--- src/rtl/axi_lite_to_reg.sv ---
// AXI4-Lite subordinate to register-interface bridge: one outstanding transaction,
// round-robin read/write arbitration and an optional response timeout.
package axi_lite_to_reg_pkg;
  typedef struct packed {
    logic [31:0] addr;
    logic        write;
    logic [31:0] wdata;
    logic [3:0]  wstrb;
    logic        valid;
  } reg_req_t;

  typedef struct packed {
    logic [31:0] rdata;
    logic        error;
    logic        ready;
  } reg_rsp_t;
endpackage

module axi_lite_to_reg #(
  parameter int unsigned AddrWidth     = 32,
  parameter int unsigned DataWidth     = 32,
  parameter int unsigned TimeoutCycles = 0,
  parameter type         reg_req_t     = axi_lite_to_reg_pkg::reg_req_t,
  parameter type         reg_rsp_t     = axi_lite_to_reg_pkg::reg_rsp_t
) (
  input  logic                   clk_i,
  input  logic                   rst_i,
  input  logic [AddrWidth-1:0]   aw_addr_i,
  input  logic                   aw_valid_i,
  output logic                   aw_ready_o,
  input  logic [DataWidth-1:0]   w_data_i,
  input  logic [DataWidth/8-1:0] w_strb_i,
  input  logic                   w_valid_i,
  output logic                   w_ready_o,
  output logic [1:0]             b_resp_o,
  output logic                   b_valid_o,
  input  logic                   b_ready_i,
  input  logic [AddrWidth-1:0]   ar_addr_i,
  input  logic                   ar_valid_i,
  output logic                   ar_ready_o,
  output logic [DataWidth-1:0]   r_data_o,
  output logic [1:0]             r_resp_o,
  output logic                   r_valid_o,
  input  logic                   r_ready_i,
  output reg_req_t               reg_req_o,
  input  reg_rsp_t               reg_rsp_i
);

  localparam int unsigned CntW   = (TimeoutCycles > 1) ? $clog2(TimeoutCycles) : 1;
  localparam int unsigned ToLast = (TimeoutCycles > 0) ? TimeoutCycles - 1 : 0;
  localparam logic [1:0]  RespOkay   = 2'b00;
  localparam logic [1:0]  RespSlvErr = 2'b10;

  typedef enum logic [2:0] {IDLE, WRITE, READ, WRESP, RRESP} state_e;

  state_e                 state_q, state_d;
  logic                   last_wr_q, last_wr_d;
  logic [AddrWidth-1:0]   addr_q, addr_d;
  logic                   write_q, write_d;
  logic [DataWidth-1:0]   wdata_q, wdata_d;
  logic [DataWidth/8-1:0] wstrb_q, wstrb_d;
  logic [1:0]             b_resp_q, b_resp_d;
  logic [1:0]             r_resp_q, r_resp_d;
  logic [DataWidth-1:0]   r_data_q, r_data_d;
  logic [CntW-1:0]        cnt_q, cnt_d;

  logic wr_elig, rd_elig, timeout_hit;
  logic [1:0] rsp_code;

  always_comb begin
    state_d    = state_q;
    last_wr_d  = last_wr_q;
    addr_d     = addr_q;
    write_d    = write_q;
    wdata_d    = wdata_q;
    wstrb_d    = wstrb_q;
    b_resp_d   = b_resp_q;
    r_resp_d   = r_resp_q;
    r_data_d   = r_data_q;
    cnt_d      = cnt_q;
    aw_ready_o = 1'b0;
    w_ready_o  = 1'b0;
    ar_ready_o = 1'b0;

    wr_elig     = aw_valid_i && w_valid_i;
    rd_elig     = ar_valid_i;
    timeout_hit = (TimeoutCycles != 0) && (cnt_q == ToLast[CntW-1:0]);
    rsp_code    = reg_rsp_i.error ? RespSlvErr : RespOkay;

    case (state_q)
      IDLE: begin
        // On a tie the kind that did not win last time is granted.
        if (wr_elig && (!rd_elig || !last_wr_q)) begin
          aw_ready_o = 1'b1;
          w_ready_o  = 1'b1;
          addr_d     = aw_addr_i;
          wdata_d    = w_data_i;
          wstrb_d    = w_strb_i;
          write_d    = 1'b1;
          last_wr_d  = 1'b1;
          state_d    = WRITE;
        end else if (rd_elig) begin
          ar_ready_o = 1'b1;
          addr_d     = ar_addr_i;
          write_d    = 1'b0;
          last_wr_d  = 1'b0;
          state_d    = READ;
        end
      end
      WRITE, READ: begin
        if (reg_rsp_i.ready) begin
          cnt_d = '0;
          if (state_q == WRITE) begin
            b_resp_d = rsp_code;
            state_d  = WRESP;
          end else begin
            r_resp_d = rsp_code;
            r_data_d = reg_rsp_i.rdata;
            state_d  = RRESP;
          end
        end else if (timeout_hit) begin
          // Silent peripheral: abort with SLVERR and no read data.
          cnt_d = '0;
          if (state_q == WRITE) begin
            b_resp_d = RespSlvErr;
            state_d  = WRESP;
          end else begin
            r_resp_d = RespSlvErr;
            r_data_d = '0;
            state_d  = RRESP;
          end
        end else if (TimeoutCycles != 0) begin
          cnt_d = cnt_q + CntW'(1);
        end
      end
      WRESP: if (b_ready_i) state_d = IDLE;
      RRESP: if (r_ready_i) state_d = IDLE;
      default: state_d = IDLE;
    endcase
  end

  always_ff @(posedge clk_i) begin
    if (rst_i) begin
      state_q   <= IDLE;
      last_wr_q <= 1'b0;
      addr_q    <= '0;
      write_q   <= 1'b0;
      wdata_q   <= '0;
      wstrb_q   <= '0;
      b_resp_q  <= '0;
      r_resp_q  <= '0;
      r_data_q  <= '0;
      cnt_q     <= '0;
    end else begin
      state_q   <= state_d;
      last_wr_q <= last_wr_d;
      addr_q    <= addr_d;
      write_q   <= write_d;
      wdata_q   <= wdata_d;
      wstrb_q   <= wstrb_d;
      b_resp_q  <= b_resp_d;
      r_resp_q  <= r_resp_d;
      r_data_q  <= r_data_d;
      cnt_q     <= cnt_d;
    end
  end

  always_comb begin
    reg_req_o       = '0;
    reg_req_o.addr  = addr_q;
    reg_req_o.write = write_q;
    reg_req_o.wdata = wdata_q;
    reg_req_o.wstrb = wstrb_q;
    reg_req_o.valid = (state_q == WRITE) || (state_q == READ);
  end

  assign b_valid_o = (state_q == WRESP);
  assign b_resp_o  = b_resp_q;
  assign r_valid_o = (state_q == RRESP);
  assign r_resp_o  = r_resp_q;
  assign r_data_o  = r_data_q;

endmodule

--- config.mk ---
export PLATFORM = sky130hd
export DESIGN_NAME = axi_lite_to_reg
export DESIGN_NICKNAME = d
export VERILOG_FILES = /design/src/rtl/axi_lite_to_reg.sv
export SDC_FILE = /design/constraint.sdc
export NUM_CORES = 1
export LEC_CHECK = 0
export ABC_CLOCK_PERIOD_IN_PS = 4400
export CAP_MARGIN = 5
export CELL_PAD_IN_SITES_DETAIL_PLACEMENT = 1
export CELL_PAD_IN_SITES_GLOBAL_PLACEMENT = 1
export CORE_MARGIN = 1.5
export CORE_UTILIZATION = 28
export CTS_CLUSTER_SIZE = 28
export DETAILED_ROUTE_END_ITERATION = 7
export GPL_ROUTABILITY_DRIVEN = 0
export PLACE_DENSITY_LB_ADDON = 0.05
export SKIP_LAST_GASP = 1
export SYNTH_ARGS = -nofsm -noshare
export SYNTH_HDL_FRONTEND = slang
export SYNTH_SLANG_ARGS = --single-unit
--- constraint.sdc ---
create_clock -name clk_i -period 4.4 [get_ports clk_i]
set_clock_uncertainty 0.15 [all_clocks]
set_input_delay 0.66 -clock clk_i [delete_from_list [all_inputs] [get_ports clk_i]]
set_output_delay 0.66 -clock clk_i [all_outputs]
set_load 0.05 [all_outputs]
Yosys cells after proc, flatten, opt, wreduce, memory -nomap -nowiden
Index checks and enable logic that the tools add are counted.
- flip-flop bits (word level): 108
- latch bits: 0
- RAM bits: 0
- ROM bits: 0
- input port bits: 141
- output and inout bits: 111
- logic and storage cells: 48
- memories kept: 0
- $add $sub $neg: 0
- multipliers: 0
- div/mod/pow operators: 0
- $lt $le $gt $ge: 0
- equality and inequality tests: 8
- shift operators: 0
- multiplexer cells: 17
- bitwise gates (word level): 1
- reduce and logical (&&, ||, !) cells: 14
- operator list (operator ; count):
    32-bit 2-to-1 mux ; 2
    3-bit 2-to-1 mux ; 6
    3-bit one-hot mux with 4 select lines ; 1
    1-bit 2-to-1 mux ; 7
    3-bit by 2-bit == test with 1-bit output, second input constant ; 2
    3-bit AND reduction ; 2
    2-bit by 1-bit != test with 1-bit output, second input constant ; 2
    2-bit AND reduction ; 2
    4-bit AND reduction ; 1
    3-bit by 1-bit == test with 1-bit output, second input constant ; 1
    3-bit == test, second input constant ; 1
    3-bit logical NOT ; 1
    3-bit != test, second input constant ; 1
    1-bit logical AND ; 2
    1-bit logical NOT ; 2
    1-bit logical OR ; 2
    2-bit 2-to-1 mux ; 1
    2-bit != test, second input constant ; 1
    2-bit nonzero test ; 1
    2-bit OR reduction ; 1
    1-bit inverter ; 1

Logic depth before layout (Yosys ltp)
Gate-level depths: netlist of run 1.
- depth in word-level cells: 5
- depth in mapped cells: 8
- mapped depth without buffers: 5

Least setup slack after synthesis of run 1
Ideal clock, no wire load.
- path type: input -> output
- start point: in ar_valid_i
- end point: out ar_ready_o
- arrival: 1701 ps
- required time: 3590 ps
- setup slack: 1889 ps
- stages: 5
- path buffers: 2
- cells stage by stage: nand2_1 nand3_1 buf_2 buf_2 and3_1
- word-level cells in the longest chain between the ends: 5
- elaborated cells between the ends (all ways): 6
- classes of those cells: 3 x mux; 3 x reduce/logical
- RTL lines (item ; RTL line ; text):
    start, declared ; 39 ; input logic ar_valid_i,
    1-bit logical NOT ; 93 ; if (wr_elig && (!rd_elig || !last_wr_q)) begin
    1-bit logical OR ; 93 ;
    1-bit logical AND ; 93 ;
    1-bit 2-to-1 mux * ; 93 ;
    1-bit 2-to-1 mux * ; 90 ; case (state_q)
    end, declared ; 40 ; output logic ar_ready_o,
Mark *: on every way between the ends. The rest lies on a longest branch, timed or not.

Worst setup path in the final report of run 1
Ends and elaborated chain as after synthesis.

==> results of run 1 <==
## final cells by class
class / count / area [µm²] / area share
Clock buffer: 13 / 240 / 0.0339
Clock inverter: 2 / 15.0 / 0.00212
Inverter: 2 / 7.51 / 0.00106
Multi-Input combinational cell: 341 / 1910 / 0.270
Sequential cell: 106 / 2120 / 0.299
Tap cell: 188 / 235 / 0.0332
Timing Repair Buffer: 256 / 2560 / 0.361
## routing by layer
metal	vias to the layer above	wire length [µm]	track usage
li1	2085	-	-
met1	1988	5860	0.189
met5	-	0	0
met2	143	6840	0.302
met4	0	210	0.0515
met3	13	1200	0.0725
## synth_stat cells (2+ instances only)
master	instances	area share
nand2_1	142	0.12
dfxtp_1	106	0.49
a21oi_1	74	0.086
nor2_1	37	0.032
mux2i_1	33	0.077
a211oi_2	28	0.082
clkbuf_1	16	0.014
buf_2	13	0.015
buf_4	7	0.012
buf_6	7	0.018
a211oi_1	4	0.0070
nand3_1	3	0.0035
and3_1	2	0.0029
nor2b_1	2	0.0029
nor3b_1	2	0.0035
o21ai_0	2	0.0023
## sequential cells by signal, summed over array words and instances (netlist names)
name and cells:
wstrb_q 4, write_q 1, b_resp_o 1, state_q 3, addr_q 32, r_data_o 32
wdata_q 32, r_resp_o 1
## through the flow
step	std cells	utilization	setup slack [ns]	cell area (µm²)	hold slack, ns
2_1_floorplan	492	-	1.89	4290	0.318
3_3_place_gp	893	0.453	1.33	6840	0.291
3_5_place_dp	893	0.453	1.28	6840	0.297
4_1_cts	908	0.470	1.28	7100	0.306
5_1_grt	908	0.470	1.09	7100	0.318
6_report	908	0.470	1.29	7100	0.304
## power groups by stage
stage	clock network [mW]	registers, mW	logic, mW
final	0.721	1.27	1.94
after detailed placement	0	1.29	1.97
after global placement	0	1.28	1.93
after floorplan	0	1.90	0.727
after CTS	0.754	1.27	1.97
after global routing	0.793	1.29	2.06
## critical path, cell delays in order
cell and delay [ns]:
clkdlybuf4s50_1 0.50, nand2_1 0.10, nand3_2 0.09, and3_1 0.15, clkdlybuf4s50_1 0.80
## worst paths after layout
check / start / endpoint / slack [ns] / cells after the start
max reg2reg: state_q[1] / addr_q[5] / 2.12 / 5
min reg2reg: r_data_o[28] / r_data_o[28] / 0.30 / 2
max: ar_valid_i / ar_ready_o / 1.29 / 5
min: r_data_o[28] / r_data_o[28] / 0.30 / 2
## cell families (layout without fill, tap and decap cells)
logic type | Yosys count | after routing | synth area share
xor+xnor | 1 | 1 | 0.00204
mux | 33 | 33 | 0.0770
simple gates | 195 | 195 | 0.183
flops | 106 | 106 | 0.495
other cells | 1 | 2 | 0.000874
buf+inv | 45 | 273 | 0.0615
compound gates | 110 | 110 | 0.181
==> results.yml, run 1 <==
global_route:
  grt_pass1_wl_mm: 21.9
  antenna_found_initial: 0
  grtUsageTotal: 0.172
  grt_pass1_vias: 4335
  grt_max_degree: 89
  overflow: 0
clocking:
  cts_buffers: 9
  cts_setup_buffers: 0
  cts_root_buf: "clkbuf_16"
  clk_path_buf_depth: 2
  hold_buffers: 0
  clock-sinks: 106
  postCtsResizedCells: 0
  clock_latency_ns: 0.33
  h-tree-depth: 3
  cts_tree: "built"
  clkTransAtPathRegs_ns: 0.07
detailed_routing:
  vias: 4229
  routedWlPerCell_um: 15.5
  antenna_left: 0
  drc: 0
  drt_iter0_markers: 150
  vias_per_cell: 4.66
  drt-pass1-iter-count: 4
  routed_wl_mm: 14.1
setup_path:
  worstPathRequired_ns: 3.59
  end_kind: "output port"
  crit_path_start_kind: "input port"
  cp_max_fo: 3
  cp_data_arrival_time_ns: 2.30
  path_class: "in -> out"
logic_synthesis:
  synth.avg_cell_area_um2: 8.74
  synthesis.area_um2: 4290
  synth_cells: 491
  ys_ff_latch: 106
  async_flop_share: 0
  ys_seq_area_frac: 0.495
  synthDistinctLibCells: 29
  synth_warnings: 0
  synth-main-ff-cell: "dfxtp_1"
  synth-edff-count: 0
power:
  intPower_mw: 2.22
  seqPwrFrac: 0.322
  power_density_nw_per_um2: 554
  vdd_ir_drop_max_uv: 215
  p_sw_frac: 0.436
  comb_power_share: 0.494
  finalPower_mw: 3.93
  p_clk_frac: 0.183
  p_leak_nw: 2.62
  power_switching_mw: 1.72
sta:
  period_minus_slack_ns: 3.11
  hold_viol: 0
  fin_tns_setup_ns: 0
  final.period_utilization: 0.707
  setup_violations: 0
  slew_violations: 0
  timing.fmax_mhz: 321
  worst_slew_pin_slew_ns: 1.10
  rsz0062_at_grt: "false"
  slew_headroom: 0.265
cells_and_area:
  mostFrequentLayoutCell: "clkdlybuf4s50_1"
  final_cell_mix: "clkdlybuf4s50_1 (246), nand2_1 (142), dfxtp_1 (106)"
  nets: 857
  antenna_cells: 0
  fillerInstances: 1755
  syn2layout_area_growth_pct: 65.4
  drive_gt1_frac: 0.0736
floorplanning:
  die_area_um2: 16100
  start_util: 0.284
  row_count: 45
  core_area_um2: 15100
  die_w_um: 127
  ios: 252
  die_h_um: 127
run:
  cap_violations: 0
placement:
  portBuffers: 249
  dpl.hpwl_mm: 10.5
worst_hold_path:
  hold_class: "reg -> reg"
run_status:
  status: "completed"
Note: power is estimated with default switching activity, not from simulation.
==> run 2, diff against run 1 <==
- ABC_CLOCK_PERIOD_IN_PS: 4400 -> 3030
- CORE_UTILIZATION: 28 -> 26
- clock period: 4.4 -> 3.03 ns (I/O delays scaled with it)
==> results.yml, run 2 (same netlist as run 1, synthesis figures left out) <==
detailed_routing:
  drt_iter0_markers: 101
  routed_wl_mm: 15.0
  routedWlPerCell_um: 15.9
  antenna_left: 0
  drt-pass1-iter-count: 4
  vias_per_cell: 4.52
  drc: 0
  vias: 4247
clocking:
  clock-sinks: 106
  cts_tree: "built"
  cts_buffers: 9
  cts_setup_buffers: 0
  clock_latency_ns: 0.35
  clkTransAtPathRegs_ns: 0.07
  h-tree-depth: 3
  clk_path_buf_depth: 2
  hold_buffers: 0
  postCtsResizedCells: 0
  cts_root_buf: "clkbuf_16"
placement:
  portBuffers: 249
  dpl.hpwl_mm: 11.0
  post-place-ws_ns: 0.631
  dp.cells: 923
power:
  power_density_nw_per_um2: 817
  p_leak_nw: 2.67
  vdd_ir_drop_max_uv: 378
sta:
  period_minus_slack_ns: 2.69
  hold_viol: 0
  rsz0062_at_grt: "false"
  slew_violations: 0
  final.period_utilization: 0.887
  fin_tns_setup_ns: 0
  setup_violations: 0
  fin_ws_ns: 0.343
  timing.fmax_mhz: 372
  slew_headroom: 0.538
  worst_slew_pin_slew_ns: 0.693
floorplanning:
  die_h_um: 131
  start_util: 0.268
  ios: 252
  row_count: 46
  core_area_um2: 16000
  die_area_um2: 17300
  die_w_um: 131
global_route:
  grt_pass1_wl_mm: 23.8
  grtUsageTotal: 0.174
  grt_max_degree: 65
  antenna_found_initial: 0
  grt_pass1_vias: 4462
  overflow: 0
setup_path:
  rr_endpoint: "state_q[0]"
  cp_data_arrival_time_ns: 2.08
  r2r-start: "state_q[1]"
  rrSetupSlack_ns: 1.04
  worstPathRequired_ns: 2.43
  cp_max_fo: 8
  reg2regPathDepth: 7
  path_class: "reg -> out"
  crit_path_start_kind: "flop"
  end_kind: "output port"
worst_hold_path:
  hold_class: "reg -> reg"
  hold_end: "wdata_q[4]"
  worstHoldStart: "wdata_q[4]"
  hold_depth: 2
run_status:
  status: "completed"
cells_and_area:
  final_cell_mix: "clkdlybuf4s50_1 (245), nand2_1 (142), dfxtp_1 (106)"
  antenna_cells: 0
  nets: 859
  drive_gt1_frac: 0.0816
  instances_no_fill: 939
  mostFrequentLayoutCell: "clkdlybuf4s50_1"
  syn2layout_area_growth_pct: 68.6
run:
  cap_violations: 0
run 2: area by class of cell:
| class | instances | area, µm² |
|---|---|---|
| inverter | 2 | 7.51 |
| clock inverter | 5 | 62.6 |
| timing repair buffer | 258 | 2630 |
| multi-input combinational | 341 | 1910 |
| fill | 1862 | 8770 |
| sequential | 106 | 2120 |
| clock buffer | 11 | 233 |
| tap | 216 | 270 |
run 2: how the worst max path moves through the flow:
stage,startpoint,to,slack (ns),cells past startpoint
5_1_grt,state_q[0],b_valid_o,0.23,3
3_5_place_dp,ar_valid_i,ar_ready_o,0.63,5
6_report,state_q[0],b_valid_o,0.34,3
3_3_place_gp,ar_valid_i,ar_ready_o,0.69,5
2_1_floorplan,state_q[1],r_valid_o,0.80,2
4_1_cts,state_q[0],b_valid_o,0.34,3
run 2: worst max-delay path, stage by stage (launching register included):
cell and delay [ns]:
dfxtp_1 0.47, nor2b_1 0.25, and2_1 0.15, clkdlybuf4s50_1 0.85
run 2: power by group:
| group | switching (mW) | internal, mW |
|---|---|---|
| sequential | 0.164 | 1.68 |
| clock | 0.546 | 0.648 |
| combinational | 1.85 | 1.03 |
| total | 2.56 | 3.35 |
run 2: layer usage:
metal | track usage | wire (µm) | vias to the layer above
met5 | 0 | 0 | -
met4 | 0.0580 | 237 | 0
met3 | 0.0752 | 1280 | 19
met2 | 0.304 | 7440 | 153
met1 | 0.188 | 6020 | 1987
li1 | - | - | 2088
run 2: through the flow:
step | util | power, mW | instance area (µm²) | hold slack, ns
CTS | 0.452 | 6.02 | 7230 | 0.307
finish | 0.452 | 5.91 | 7230 | 0.305
floorplan | - | 3.81 | 4290 | 0.318
global route | 0.452 | 6.23 | 7230 | 0.321
global placement | 0.434 | 4.72 | 6940 | 0.291
detailed placement | 0.434 | 4.78 | 6940 | 0.297
